===== config.mk =====
export PLATFORM = sky130hd
export DESIGN_NAME = height_bar_renderer
export DESIGN_NICKNAME = d
export VERILOG_FILES = /design/src/rtl/vga_pkg.sv /design/src/rtl/peak_hold.sv /design/src/rtl/height_bar_renderer.sv
export SDC_FILE = /design/constraint.sdc
export NUM_CORES = 1
export LEC_CHECK = 0
export CAP_MARGIN = 20
export CORE_AREA = 2 2 111 113
export CTS_CLUSTER_SIZE = 16
export DETAILED_ROUTE_END_ITERATION = 8
export DIE_AREA = 0 0 113 115
export PLACE_DENSITY = 0.6
export SLEW_MARGIN = 25
export SYNTH_ARGS = -nofsm -noshare
export SYNTH_HDL_FRONTEND = slang
export SYNTH_SLANG_ARGS = --single-unit

===== constraint.sdc =====
create_clock -name vga_clock -period 13.3 [get_ports vga_clock]
set_clock_uncertainty 0.15 [all_clocks]
set_input_delay 3.99 -clock vga_clock [delete_from_list [all_inputs] [get_ports vga_clock]]
set_output_delay 3.99 -clock vga_clock [all_outputs]
set_load 0.03 [all_outputs]

===== src/rtl/vga_pkg.sv =====
// Shared VGA definitions: 640x480 timing constants, 12-bit colour type and palette.
package vga_pkg;

  localparam int H_VISIBLE = 640;
  localparam int V_VISIBLE = 480;
  localparam int H_TOTAL   = 800;
  localparam int V_TOTAL   = 525;

  // Width of a timing-generator coordinate; must hold the larger total.
  localparam int COORD_W = $clog2((H_TOTAL > V_TOTAL) ? H_TOTAL : V_TOTAL);

  typedef struct packed {
    logic [3:0] r;
    logic [3:0] g;
    logic [3:0] b;
  } rgb12_t;

  localparam rgb12_t RGB_BLACK      = 12'h000;
  localparam rgb12_t RGB_PEAK       = 12'hF00;
  localparam rgb12_t RGB_TICK       = 12'hFFF;
  localparam rgb12_t RGB_BAR_OK     = 12'h0F0;
  localparam rgb12_t RGB_BAR_ALERT  = 12'hFF0;
  localparam rgb12_t RGB_BACKGROUND = 12'h002;

endpackage


===== src/rtl/peak_hold.sv =====
// Peak-hold tracker: jumps up to any taller displayed value, then decays by
// one pixel every PEAK_DECAY_FRAMES frames but never below the current value.
module peak_hold #(
  parameter int PEAK_DECAY_FRAMES = 30
) (
  input  logic       vga_clock,
  input  logic       reset,
  input  logic       frame_tick,
  input  logic [8:0] d_next,
  output logic [8:0] peak
);

  localparam int CNT_W = (PEAK_DECAY_FRAMES > 1) ? $clog2(PEAK_DECAY_FRAMES) : 1;
  localparam logic [CNT_W-1:0] LAST_FRAME = CNT_W'(PEAK_DECAY_FRAMES - 1);

  logic [CNT_W-1:0] decay_count;

  // Update peak and decay counter once per frame boundary.
  always_ff @(posedge vga_clock) begin
    // NOTE: state registers use non-blocking assignment so every flop samples
    // the pre-edge values regardless of statement order.
    if (reset) begin
      peak        <= '0;
      decay_count <= '0;
    end else if (frame_tick) begin
      if (d_next > peak) begin
        peak        <= d_next;
        decay_count <= '0;
      end else if (decay_count == LAST_FRAME) begin
        decay_count <= '0;
        if (peak > d_next) peak <= peak - 9'd1;
      end else begin
        decay_count <= decay_count + 1'b1;
      end
    end
  end

endmodule


===== src/rtl/height_bar_renderer.sv =====
// Draws a vertical height bar with scale ticks and a decaying peak marker on
// a 640x480 VGA stream. New samples only take effect at the frame boundary.
module height_bar_renderer
  import vga_pkg::*;
#(
  parameter int BAR_LEFT          = 280,
  parameter int BAR_WIDTH         = 80,
  parameter int BASELINE          = 459,
  parameter int MAX_HEIGHT        = 400,
  parameter int ALERT_HEIGHT      = 300,
  parameter int PEAK_DECAY_FRAMES = 30
) (
  input  logic               vga_clock,
  input  logic               reset,
  input  logic [COORD_W-1:0] vga_col,
  input  logic [COORD_W-1:0] vga_row,
  input  logic               vga_valid,
  input  logic               h_sync,
  input  logic               v_sync,
  input  logic [8:0]         height_cm,
  input  logic               height_valid,
  output logic               height_ready,
  output logic [3:0]         vga_r,
  output logic [3:0]         vga_g,
  output logic [3:0]         vga_b,
  output logic               h_sync_out,
  output logic               v_sync_out,
  output logic               valid_out
);

  localparam logic [COORD_W-1:0] BOUNDARY_ROW = COORD_W'(V_VISIBLE);
  localparam logic [COORD_W-1:0] BASE_ROW     = COORD_W'(BASELINE);
  localparam logic [COORD_W-1:0] BAR_FIRST    = COORD_W'(BAR_LEFT);
  localparam logic [COORD_W-1:0] BAR_LAST     = COORD_W'(BAR_LEFT + BAR_WIDTH - 1);
  localparam logic [COORD_W-1:0] TICK_FIRST   = COORD_W'(BAR_LEFT - 16);
  localparam logic [COORD_W-1:0] TICK_LAST    = COORD_W'(BAR_LEFT - 1);
  localparam logic [8:0]         CLAMP        = 9'(MAX_HEIGHT);
  localparam logic [8:0]         ALERT        = 9'(ALERT_HEIGHT);

  logic       pending_valid;
  logic [8:0] pending_value;
  logic [8:0] displayed;
  logic [8:0] peak;
  logic [8:0] d_next;
  logic [8:0] clamped;
  logic       frame_boundary;

  assign frame_boundary = (vga_row == BOUNDARY_ROW) && (vga_col == '0);
  assign height_ready   = ~pending_valid;
  assign clamped        = (height_cm > CLAMP) ? CLAMP : height_cm;
  assign d_next         = (frame_boundary && pending_valid) ? pending_value : displayed;

  // One-entry holding register; displayed only changes at the frame boundary.
  always_ff @(posedge vga_clock) begin
    if (reset) begin
      pending_valid <= 1'b0;
      pending_value <= '0;
      displayed     <= '0;
    end else if (frame_boundary && pending_valid) begin
      displayed     <= pending_value;
      pending_valid <= 1'b0;
    end else if (height_valid && height_ready) begin
      pending_value <= clamped;
      pending_valid <= 1'b1;
    end
  end

  peak_hold #(
    .PEAK_DECAY_FRAMES(PEAK_DECAY_FRAMES)
  ) u_peak_hold (
    .vga_clock (vga_clock),
    .reset     (reset),
    .frame_tick(frame_boundary),
    .d_next    (d_next),
    .peak      (peak)
  );

  // Stage 1: register pixel coordinates and syncs.
  logic [COORD_W-1:0] s1_col;
  logic [COORD_W-1:0] s1_row;
  logic               s1_valid;
  logic               s1_hs;
  logic               s1_vs;

  always_ff @(posedge vga_clock) begin
    if (reset) begin
      s1_col   <= '0;
      s1_row   <= '0;
      s1_valid <= 1'b0;
      s1_hs    <= 1'b1;
      s1_vs    <= 1'b1;
    end else begin
      s1_col   <= vga_col;
      s1_row   <= vga_row;
      s1_valid <= vga_valid;
      s1_hs    <= h_sync;
      s1_vs    <= v_sync;
    end
  end

  // Pixel classification for the stage-1 coordinate, in priority order.
  logic [COORD_W-1:0] disp_w;
  logic [COORD_W-1:0] peak_w;
  logic [COORD_W-1:0] bar_top;
  logic               in_bar_cols;
  logic               in_tick_cols;
  logic               tick_row;
  logic               peak_hit;
  logic               bar_hit;
  rgb12_t             pixel_rgb;

  assign disp_w       = COORD_W'(displayed);
  assign peak_w       = COORD_W'(peak);
  assign bar_top      = COORD_W'(BASELINE + 1) - disp_w;
  assign in_bar_cols  = (s1_col >= BAR_FIRST) && (s1_col <= BAR_LAST);
  assign in_tick_cols = (s1_col >= TICK_FIRST) && (s1_col <= TICK_LAST);
  assign peak_hit     = (peak != '0) && (s1_row == BASE_ROW - peak_w) && in_bar_cols;
  assign bar_hit      = (displayed != '0) && (s1_row >= bar_top) && (s1_row <= BASE_ROW)
                        && in_bar_cols;

  always_comb begin
    // NOTE: give every always_comb output a default first so no path can
    // leave it unassigned and infer a latch.
    tick_row = 1'b0;
    for (int k = 0; k <= 8; k++) begin
      if (BASELINE - 50 * k >= 0 && s1_row == COORD_W'(BASELINE - 50 * k)) tick_row = 1'b1;
    end
  end

  always_comb begin
    pixel_rgb = RGB_BACKGROUND;
    if (peak_hit)                       pixel_rgb = RGB_PEAK;
    else if (in_tick_cols && tick_row)  pixel_rgb = RGB_TICK;
    else if (bar_hit)                   pixel_rgb = (displayed < ALERT) ? RGB_BAR_OK : RGB_BAR_ALERT;
  end

  // Stage 2: registered colour and delayed syncs.
  rgb12_t rgb_q;

  always_ff @(posedge vga_clock) begin
    if (reset) begin
      rgb_q      <= RGB_BLACK;
      h_sync_out <= 1'b1;
      v_sync_out <= 1'b1;
      valid_out  <= 1'b0;
    end else begin
      rgb_q      <= s1_valid ? pixel_rgb : RGB_BLACK;
      h_sync_out <= s1_hs;
      v_sync_out <= s1_vs;
      valid_out  <= s1_valid;
    end
  end

  assign vga_r = rgb_q.r;
  assign vga_g = rgb_q.g;
  assign vga_b = rgb_q.b;

endmodule

==> metrics <==
Total GRT Usage about an eighth; kind of critical path primary input to flop; Mapped Nets 450; post-route ant nets 0; Initial Util 29.3%; area share of the largest cell type after synthesis between 30% and 40%; max-cap violations 0; CP required 13.37 ns; Sw Pwr roughly 0.094 mW; number of H-tree levels 3; DPL Wire Length ~6300 microns; later-pin clock latency in the skew report ~0.32 ns; clock group share of total power 48.1%; DR DRC count 0; most frequent cells in the layout dfxtp_1 (60), clkdlybuf4s50_1 (50), nor2_1 (42); antenna violations before repair 0; CORE AREA approximately 12000 sq um; cell-internal power about 0.34 mW; CP endpoint kind flop; Die Width 113 microns; min-delay worst type flop to flop; Peak supply drop approximately 0.079 mV; Final Setup Violations 0; status finished, final reports clean; Slew Viols, Final 0; P&R area growth vs syn 23.6%; nets 486; GRT Residual Overflow 0; logic gate share of total power under 10%; CP Launch Type primary input; Final Cell Area approximately 4300 sq um; Worst EP arrival 7.92 ns; Synth cell types 61; ys flop type dfxtp_1; reg2reg setup slack around 10 ns; Final Cycle Share 59.0%; Post-CTS Hold Buffers 0; number of global-route vias before repair approximately 2900; Switching Fraction between 20% and 30%; Area after DPL around 4000 sq um; synthesized cell area 3460 sq um; Pwr per Cell Area between 100 and 150 nW/um^2; final hold vios 0; Hold WS 0.259 ns; slew margin rel. a little under half; Async SR Flop Fraction 0%; io pins 51; largest net degree at the start of global routing 47; wire per inst between 10 and 15 microns; leakage roughly 1.6 nW; area leader, netlist dfxtp_1; RSZ-0062 raised after global routing false; share of cells above drive strength 1 around 8.4%; sequential power share about 45%; Setup Buffers After CTS 0; Setup TNS Final 0 ns; die height between 100 and 150 microns; Power Total ~0.43 mW; DR pass1 iterations 4; worst-margin pin slew about 0.76 ns; DRT Wirelength between 8000 and 9000 microns; site row count 40; largest cells by area after synthesis dfxtp_1 (35%), ha_1 (9.1%), nor2_1 (4.6%); Mean Syn Cell Area 8.86 sq um; register area share after synthesis a little over a third; deepest clock path buffer count 2; synth warn 0; Max FO, Critical Path 11; FF+latch count, synth 60; minimum clock period between 7 and 8 ns; Cells after Synth between 300 and 400; Final GP Congestion roughly 0.83; commonest non-fill, non-tap cell in the layout dfxtp_1; DR vias 2977; clk slew on worst S/H paths roughly 0.05 ns; vias per inst 5.16; # diodes 0; CTS Buf Count 9; CTS tree done; post-place setup slack between 4 and 5 ns; first-pass GRT wire length around 13000 microns; final worst slack about 5.4 ns; Die Area around 13000 sq um; Clock Root Buffer clkbuf_16; Clock Sinks 60; fmax roughly 130 MHz; number of port buffers 50; number of synthesized flops with an enable pin 0; quantity of gates resized following cts 0; DR iter-0 viols 121
-- critical path, cell delays in order --
cell and delay, ns:
clkdlybuf4s50_1 0.41, or4_4 0.55, nor3_4 0.23, nand3_2 0.37, mux2i_2 0.41, ha_1 0.32, a21oi_1 0.18, a211oi_1 0.14
nor3_2 0.57, o21a_2 0.31, o21ai_0 0.12, a32o_1 0.30
-- flip-flops by register name, indices dropped and copies added (netlist names) --
name	cells
vga_r	1
displayed	9
pending_valid	1
s1_hs	1
s1_valid	1
s1_row	10
vga_b	2
pending_value	9
valid_out	1
u_peak_hold.peak	9
v_sync_out	1
u_peak_hold.decay_count	5
s1_vs	1
s1_col	7
vga_g	1
h_sync_out	1
-- cell families after synthesis --
family                   Yosys count  share of synthesized area, %
adder cells (fa/ha/maj)           25                          9.05
flip-flops                        60                          34.8
XOR/XNOR                          23                          5.83
multiplexers                      14                          5.25
AND/OR/NAND/NOR                  146                          23.5
AO/OA/AOI/OAI                     79                          15.3
buffers and inverters             43                          6.26
-- cell usage after synthesis (5+ instances only) --
library cell	number
dfxtp_1	60
nor2_1	42
ha_1	25
nand2_1	24
nor2b_1	20
o21ai_0	19
a21oi_1	17
inv_1	17
xnor2_1	14
clkbuf_1	11
buf_4	10
nand4_1	9
xor2_1	9
mux2i_1	7
a22oi_1	6
a32o_1	6
nand3_1	6
or2_2	6
a211oi_1	5
or3_1	5
-- power groups by stage --
stage,registers (mW),clock network [mW],logic [mW]
after detailed placement,0.196,0,0.0321
after CTS,0.192,0.212,0.0322
after floorplan,0.193,0,0.0174
final,0.192,0.208,0.0319
after global routing,0.193,0.220,0.0352
after global placement,0.195,0,0.0313
-- path summary, 6_finish.rpt --
kind | to | depth (start not counted) | startpoint
setup / recovery | u_peak_hold.peak[3] | 12 | vga_col[5]
hold / removal | h_sync_out | 1 | s1_hs
hold reg to reg | h_sync_out | 1 | s1_hs
setup reg to reg | u_peak_hold.peak[3] | 9 | pending_valid
-- metal layers --
layer | wire (microns) | global-route usage, % | vias to the layer above
li1 | - | - | 1472
met1 | 3760 | 15.9 | 1423
met2 | 4030 | 21.6 | 66
met3 | 287 | 2.85 | 16
met4 | 214 | 6.02 | 0
met5 | 0 | 0 | -
-- layout make-up --
class / count / area [sq um]
timing repair buffer: 51 / 508
fill: 1205 / 7540
clock buffer: 13 / 260
tap: 147 / 184
inverter: 17 / 63.8
clock inverter: 2 / 10.0
multi-input combinational: 287 / 2040
sequential: 60 / 1200
-- per-stage QoR --
stage / cells / utilization [%]
floorplan: 390 / -
global placement: 562 / 33.8
detailed placement: 562 / 33.8
CTS: 577 / 36.1
global route: 577 / 36.2
finish: 577 / 36.2
(Power assumes the default switching activity.)
